## src/rtl/spike_rate_meter.sv

```systemverilog
// spike_rate_meter: converts a spike train into per-window rate, inter-spike interval and burst flag.
// Counting only happens once en has been high for a full cycle (FSM out of IDLE).
module spike_rate_meter #(
    parameter int WIN_CYCLES = 1000,
    parameter int WIN_W      = 16,
    parameter int CNT_W      = 8,
    parameter int ISI_W      = 12,
    parameter int BURST_TH   = 4
) (
    input  logic             clk,
    input  logic             reset_n,
    input  logic             en,
    input  logic             spike,
    output logic [CNT_W-1:0] rate,
    output logic             rate_valid,
    output logic [ISI_W-1:0] isi,
    output logic             isi_valid,
    output logic             burst,
    output logic [1:0]       fsm_state
);
    typedef enum logic [1:0] {IDLE = 2'd0, ARMED = 2'd1, TIMING = 2'd2} state_t;

    state_t           state, state_nx;
    logic             spike_q, spk_edge, run, close;
    logic [WIN_W-1:0] win_cnt;
    logic [CNT_W-1:0] spk_cnt, spk_sum;
    logic [ISI_W-1:0] isi_cnt;

    assign spk_edge  = spike & ~spike_q;
    assign run       = en && (state != IDLE);
    assign close     = run && (win_cnt == WIN_W'(WIN_CYCLES - 1));
    assign spk_sum   = (&spk_cnt) ? spk_cnt : spk_cnt + CNT_W'(spk_edge);
    assign fsm_state = state;

    always_ff @(posedge clk) begin
        if (!reset_n) state <= IDLE;
        else          state <= state_nx;
    end

    always_comb begin
        state_nx = state;
        if (!en)                                  state_nx = IDLE;
        else if (state == IDLE)                   state_nx = ARMED;
        else if (state == TIMING || spk_edge)     state_nx = TIMING;
        else                                      state_nx = ARMED;
    end

    always_ff @(posedge clk) begin
        if (!reset_n) begin
            spike_q    <= 1'b0;
            win_cnt    <= '0;
            spk_cnt    <= '0;
            isi_cnt    <= '0;
            rate       <= '0;
            rate_valid <= 1'b0;
            isi        <= '0;
            isi_valid  <= 1'b0;
            burst      <= 1'b0;
        end else begin
            spike_q    <= spike;
            rate_valid <= 1'b0;
            isi_valid  <= 1'b0;
            if (!run) begin
                win_cnt <= '0;
                spk_cnt <= '0;
                isi_cnt <= '0;
            end else begin
                win_cnt <= close ? '0 : win_cnt + WIN_W'(1);
                spk_cnt <= close ? '0 : spk_sum;
                if (close) begin
                    rate       <= spk_sum;
                    rate_valid <= 1'b1;
                    burst      <= spk_sum >= CNT_W'(BURST_TH);
                end
                if (state == TIMING && spk_edge) begin
                    isi       <= isi_cnt;
                    isi_valid <= 1'b1;
                end
                // ARMED waits at 0 for the first edge; TIMING counts up and sticks at all-ones
                isi_cnt <= spk_edge ? ISI_W'(1) :
                           (state == TIMING && !(&isi_cnt)) ? isi_cnt + ISI_W'(1) : isi_cnt;
            end
        end
    end
endmodule

```

## config.mk

```make
export PLATFORM = sky130hd
export DESIGN_NAME = spike_rate_meter
export DESIGN_NICKNAME = d
export VERILOG_FILES = /design/src/rtl/spike_rate_meter.sv
export SDC_FILE = /design/constraint.sdc
export NUM_CORES = 1
export LEC_CHECK = 0
export CAP_MARGIN = 25
export CORE_MARGIN = 3
export CORE_UTILIZATION = 50
export CTS_CLUSTER_DIAMETER = 40
export DETAILED_ROUTE_END_ITERATION = 10
export GPL_TIMING_DRIVEN = 0
export PLACE_DENSITY = 0.75
export SLEW_MARGIN = 20
export SYNTH_ARGS = -nofsm -noshare
export SYNTH_HDL_FRONTEND = slang
export SYNTH_SLANG_ARGS = --single-unit
```

## constraint.sdc

```tcl
create_clock -name clk -period 2.1 [get_ports clk]
set_input_delay 0.315 -clock clk [delete_from_list [all_inputs] [get_ports clk]]
set_output_delay 0.315 -clock clk [all_outputs]
set_load 0.005 [all_outputs]
```

# Word-level counts from Yosys, hierarchy flattened
# Cells that the tools add are included.
# classes
n_reduce_logical	18
bitwise_logic	5
muxes	7
add_sub_neg	3
n_eq_ne	2
n_lt_le_gt_ge	1
# ops
operator	count
16-bit by 1-bit adder with 16-bit output (second input constant)	1
16-bit by 10-bit equality test with 1-bit output (second input constant)	1
12-bit by 1-bit adder with 12-bit output (second input constant)	1
12-bit AND reduction	1
3-bit OR reduction	3
8-bit by 1-bit adder with 8-bit output	1
8-bit by 3-bit >= comparator with 1-bit output (second input constant)	1
8-bit 2-to-1 mux	1
2-bit AND reduction	4
8-bit AND reduction	1
1-bit 2-to-1 mux	5
1-bit logical AND	4
1-bit inverter	4
2-bit nonzero test	2
2-bit equality test (second input constant)	1
2-bit logical NOT	1
2-bit 2-to-1 mux	1
1-bit AND	1
1-bit logical NOT	1
1-bit logical OR	1
# word_totals
wordCells	48
out_inout_bits	25
register_bits	62
inputBits	4

# Depth between registers and ports, before layout
# depth
depth_word	5
depth_mapped	8
depth_no_buf	8

# Worst setup path before layout
# Ideal clock, no wire load.
# synth_path
path_kind	input port to flip-flop
start	input spike
end	register burst
required_ns	1.972
path_buffers	0
cell_stages	7
arrival_ns	1.567
setup_ns	0.128
path_slack_ns	0.405
cell_sequence	nor2b_1 -> and2_1 -> ha_1 -> or2_2 -> o22a_1 -> nor4_1 -> a31oi_1
# synth_between
elab_chain_cells	4
# synth_rtl
item	line	source
from (decl)	13	input logic spike,
1-bit AND	29	assign spk_edge = spike & ~spike_q;
8-bit by 1-bit adder with 8-bit output	32	assign spk_sum = (&spk_cnt) ? spk_cnt : spk_cnt + CNT_W'(spk_edge);
8-bit 2-to-1 mux	32	
8-bit by 3-bit >= comparator with 1-bit output	73	burst <= spk_sum >= CNT_W'(BURST_TH);
to (signal assigned)	73	
to (decl)	18	output logic burst,
# Every way passes these cells.
# A chain may end at the register's enable or synchronous reset.

# Final worst setup path
# layout_path
start	input spike
end	register rate[6]
# layout_between
elab_chain_cells	3
# layout_rtl
item	line	source
1-bit AND	29	
8-bit by 1-bit adder with 8-bit output	32	
8-bit 2-to-1 mux	32	
to (signal assigned)	71	rate <= spk_sum;
to (decl)	14	output logic [CNT_W-1:0] rate,
# Every way passes these cells.

==> impl_metrics.tcl <==
set metrics [dict create \
    outcome "complete, no violations" \
    synthesis.area_mm2 0.00259 \
    grt-ovfl-total 0 \
    grt_first_pass_wirelength_mm 9.04 \
    grt_pass1_vias 2020 \
    htreeDepth 3 \
    clock-skew-final_ps 10.7 \
    critical_path.max_fanout 5 \
    dieArea_mm2 0.00608 \
    cts_root_buf "clkbuf_8" \
    hold_depth 2 \
    vias 2043 \
    drt_first_pass_iters 4 \
    criticalPathCategory "input port to flop" \
    fp.dieW_um 78.0 \
    number_of_storage_elements_in_the_synthesis_netlist 62 \
    worst-r2r-cell-count 8 \
    maximum_clock_rate_mhz 499 \
    final_cell_mix "dfxtp_1 (62), nor2_1 (54), clkdlybuf4s50_1 (28), nand2_1 (22), xor2_1 (19)" \
    drt_iter0_markers 123 \
    post_syn_nets 290 \
    total_global_route_track_usage_pct 18.8 \
    total_wire_length_mm 5.24 \
    number_of_antenna_violations_at_the_first_check_in_global_routing 0 \
    unrepaired_setup_endpoints_after_global_routing "false" \
    start_util_pct 53.1 \
    diodes 0 \
    worstPathArrival_ps 2270 \
    cts_setup_buffers 0 \
    finish.cell_count_without_fillers 394 \
    tritoncts_clock_tree "done" \
    dpl.cell_count 378 \
    most_common_library_cell_in_the_layout_ignoring_fill_and_taps "dfxtp_1" \
    postSynthCellCount 283 \
    cts_buffer_depth 2 \
    hold_path_class "flop to flop" \
    timing.critical_path.required_ps 2370 \
    seq_area_frac_synth_pct 47.9 \
    hold-path-endpoint "rate[5]$_SDFFE_PN0P_" \
    timing.final.max_slew_violations 0 \
    clock-sinks 62 \
    synthToLayoutAreaGrowth_pct 20.8 \
    final_layout_size_suffix_gt1_share_pct 10.1 \
    synthFlopType "dfxtp_1" \
    hp-start "rate[5]$_SDFFE_PN0P_" \
    num_cts_buffers 9 \
    drt-wirelength-per-cell_um 13.3 \
    cp-end-kind "flop" \
    floorplan.die.height_um 78.0 \
    nFillCells 448 \
    rrSetupSlack_ps 320 \
    post-route-worst-setup-slack_ps 94.4 \
    critical_path.reg2reg.startpoint "spike_q$_SDFF_PN0_" \
    port_buffers 28 \
    placementRows 25 \
    yosysUniqueCellTypes 43 \
    viasPerCell 5.19 \
    drt_drc_violations_left 0 \
    insertion_delay_to_the_later_sink_of_the_worst_skew_pair_ps 340 \
    grt_max_degree 11 \
    dp_worst_setup_slack_ps -352 \
    number_of_maximum_capacitance_constraint_violations 0 \
    yosysWarnings 0 \
    io_pins 29 \
    finalSetupViolCount 0 \
    max-vdd-ir-drop_v 0.000380 \
    maxSlewHeadroom_pct 70.0 \
    nNetsFinal 329 \
    finalCritPeriodShare_pct 95.5 \
    synthesis.area_per_instance_um2 9.16 \
    multiInputGateArea_mm2 0.00127 \
    power_per_cell_area_mw_per_mm2 683 \
    layout.area.seq_mm2 0.00124 \
    place.detailed.hpwl_mm 3.65 \
    layout_min_cycle_time_ps 2010 \
    r2r-end "rate[6]$_SDFFE_PN0P_" \
    total_leakage_power_uw 0.00121 \
    timing_worst_slew_pin_value_ps 447 \
    path_clk_slew_ps 60 \
    synth_enable_flop_cells 0 \
    finalWeightedCongestion 0.792 \
    setup.worst_path.start_class "input port" \
    fp.coreArea_mm2 0.00488 \
    final_hold_viol_count 0 \
    drt.antenna.violating_nets 0 \
    async_reset_ff_share_pct 0 \
]
[area by class of cell]
class                   instances  share of cell area [%]
plain buffers                  10                    2.28
inverters                       3                   0.360
repair buffers                 28                    8.95
clock inverters                 4                   0.719
flip-flops and latches         62                    39.6
multi-input cells             208                    40.7
well taps                      67                    2.68
clock buffers                  12                    4.64
[sequential cells by signal, summed over array words and instances (netlist names)]
register,count
burst,1
fsm_state,2
isi,12
isi_cnt,12
isi_valid,1
rate,8
rate_valid,1
spike_q,1
spk_cnt,8
win_cnt,16
[report_power, final]
group,switching [uW],leakage [uW],total [uW],internal (uW)
logic,32.3,0.000623,55.1,22.8
registers,5.03,0.000500,1190,1180
clock network,444,0.0000861,899,455
total,482,0.00121,2140,1660
[cells by family after synthesis]
family                   Yosys count  synth area share, %
AO/OA/AOI/OAI                     26                 6.08
XOR/XNOR                          26                 8.79
adder cells (fa/ha/maj)            3                 1.45
buffers and inverters             13                 3.19
flip-flops                        62                 47.9
multiplexers                      16                 6.37
AND/OR/NAND/NOR                  137                 26.2
[how the worst max path moves through the flow]
stage,endpoint,cells past startpoint,startpoint
after floorplan,burst$_SDFFE_PN0P_,7,spike
after global placement,rate[6]$_SDFFE_PN0P_,9,spike
after detailed placement,rate[6]$_SDFFE_PN0P_,9,spike
after CTS,rate[6]$_SDFFE_PN0P_,9,spike
after global routing,rate[6]$_SDFFE_PN0P_,9,spike
final,rate[6]$_SDFFE_PN0P_,9,spike
[metrics by stage]
| stage | setup TNS [ps] | util [%] | area [um^2] | hold slack [ps] | power (uW) |
|---|---|---|---|---|---|
| 2_1_floorplan | 0 | - | 2590 | 432 | 1240 |
| 3_3_place_gp | -1030 | 60.6 | 2960 | 440 | 1260 |
| 3_5_place_dp | -989 | 60.6 | 2960 | 445 | 1260 |
| 4_1_cts | 0 | 64.1 | 3130 | 454 | 2160 |
| 5_1_grt | 0 | 64.2 | 3130 | 474 | 2210 |
| 6_report | 0 | 64.2 | 3130 | 454 | 2140 |
[layer usage]
metal,track usage [%],part of all wire (%),wire (um)
met5,0,0,0
met4,9.97,1.6,82
met3,4.41,5.2,270
met2,28.9,44,2300
met1,24.4,49,2590
[synth_stat cells (3+ instances only)]
master	count	area (um^2)
a21oi_1	13	65.1
and2_1	4	25.0
and3_1	10	62.6
and4_1	3	26.3
buf_2	5	25.0
dfxtp_1	62	1240
ha_1	3	37.5
inv_1	3	11.3
mux2i_1	15	150
nand2_1	22	82.6
nand3_1	13	65.1
nand4_1	11	68.8
nor2_1	54	203
nor2b_1	3	18.8
o21ai_0	3	15.0
xnor2_1	7	61.3
xor2_1	19	166
[what timing repair did]
action | in CTS | in global routing
gates cloned | 0 | 0
pin swaps | 0 | 0
endpoints found under the setup margin | 1 | 1
resized for setup | 1 | 1
hold buffers | 0 | 0
[worst max-delay path, cell delays in order]
cell and delay, ps:
clkdlybuf4s50_1 520, nor2b_4 220, and2_1 150, ha_1 160
and3_1 240, nand3_1 140, mux2i_1 170, or2_0 220
a21oi_1 140
No activity file was read; power rests on OpenSTA's default activity.
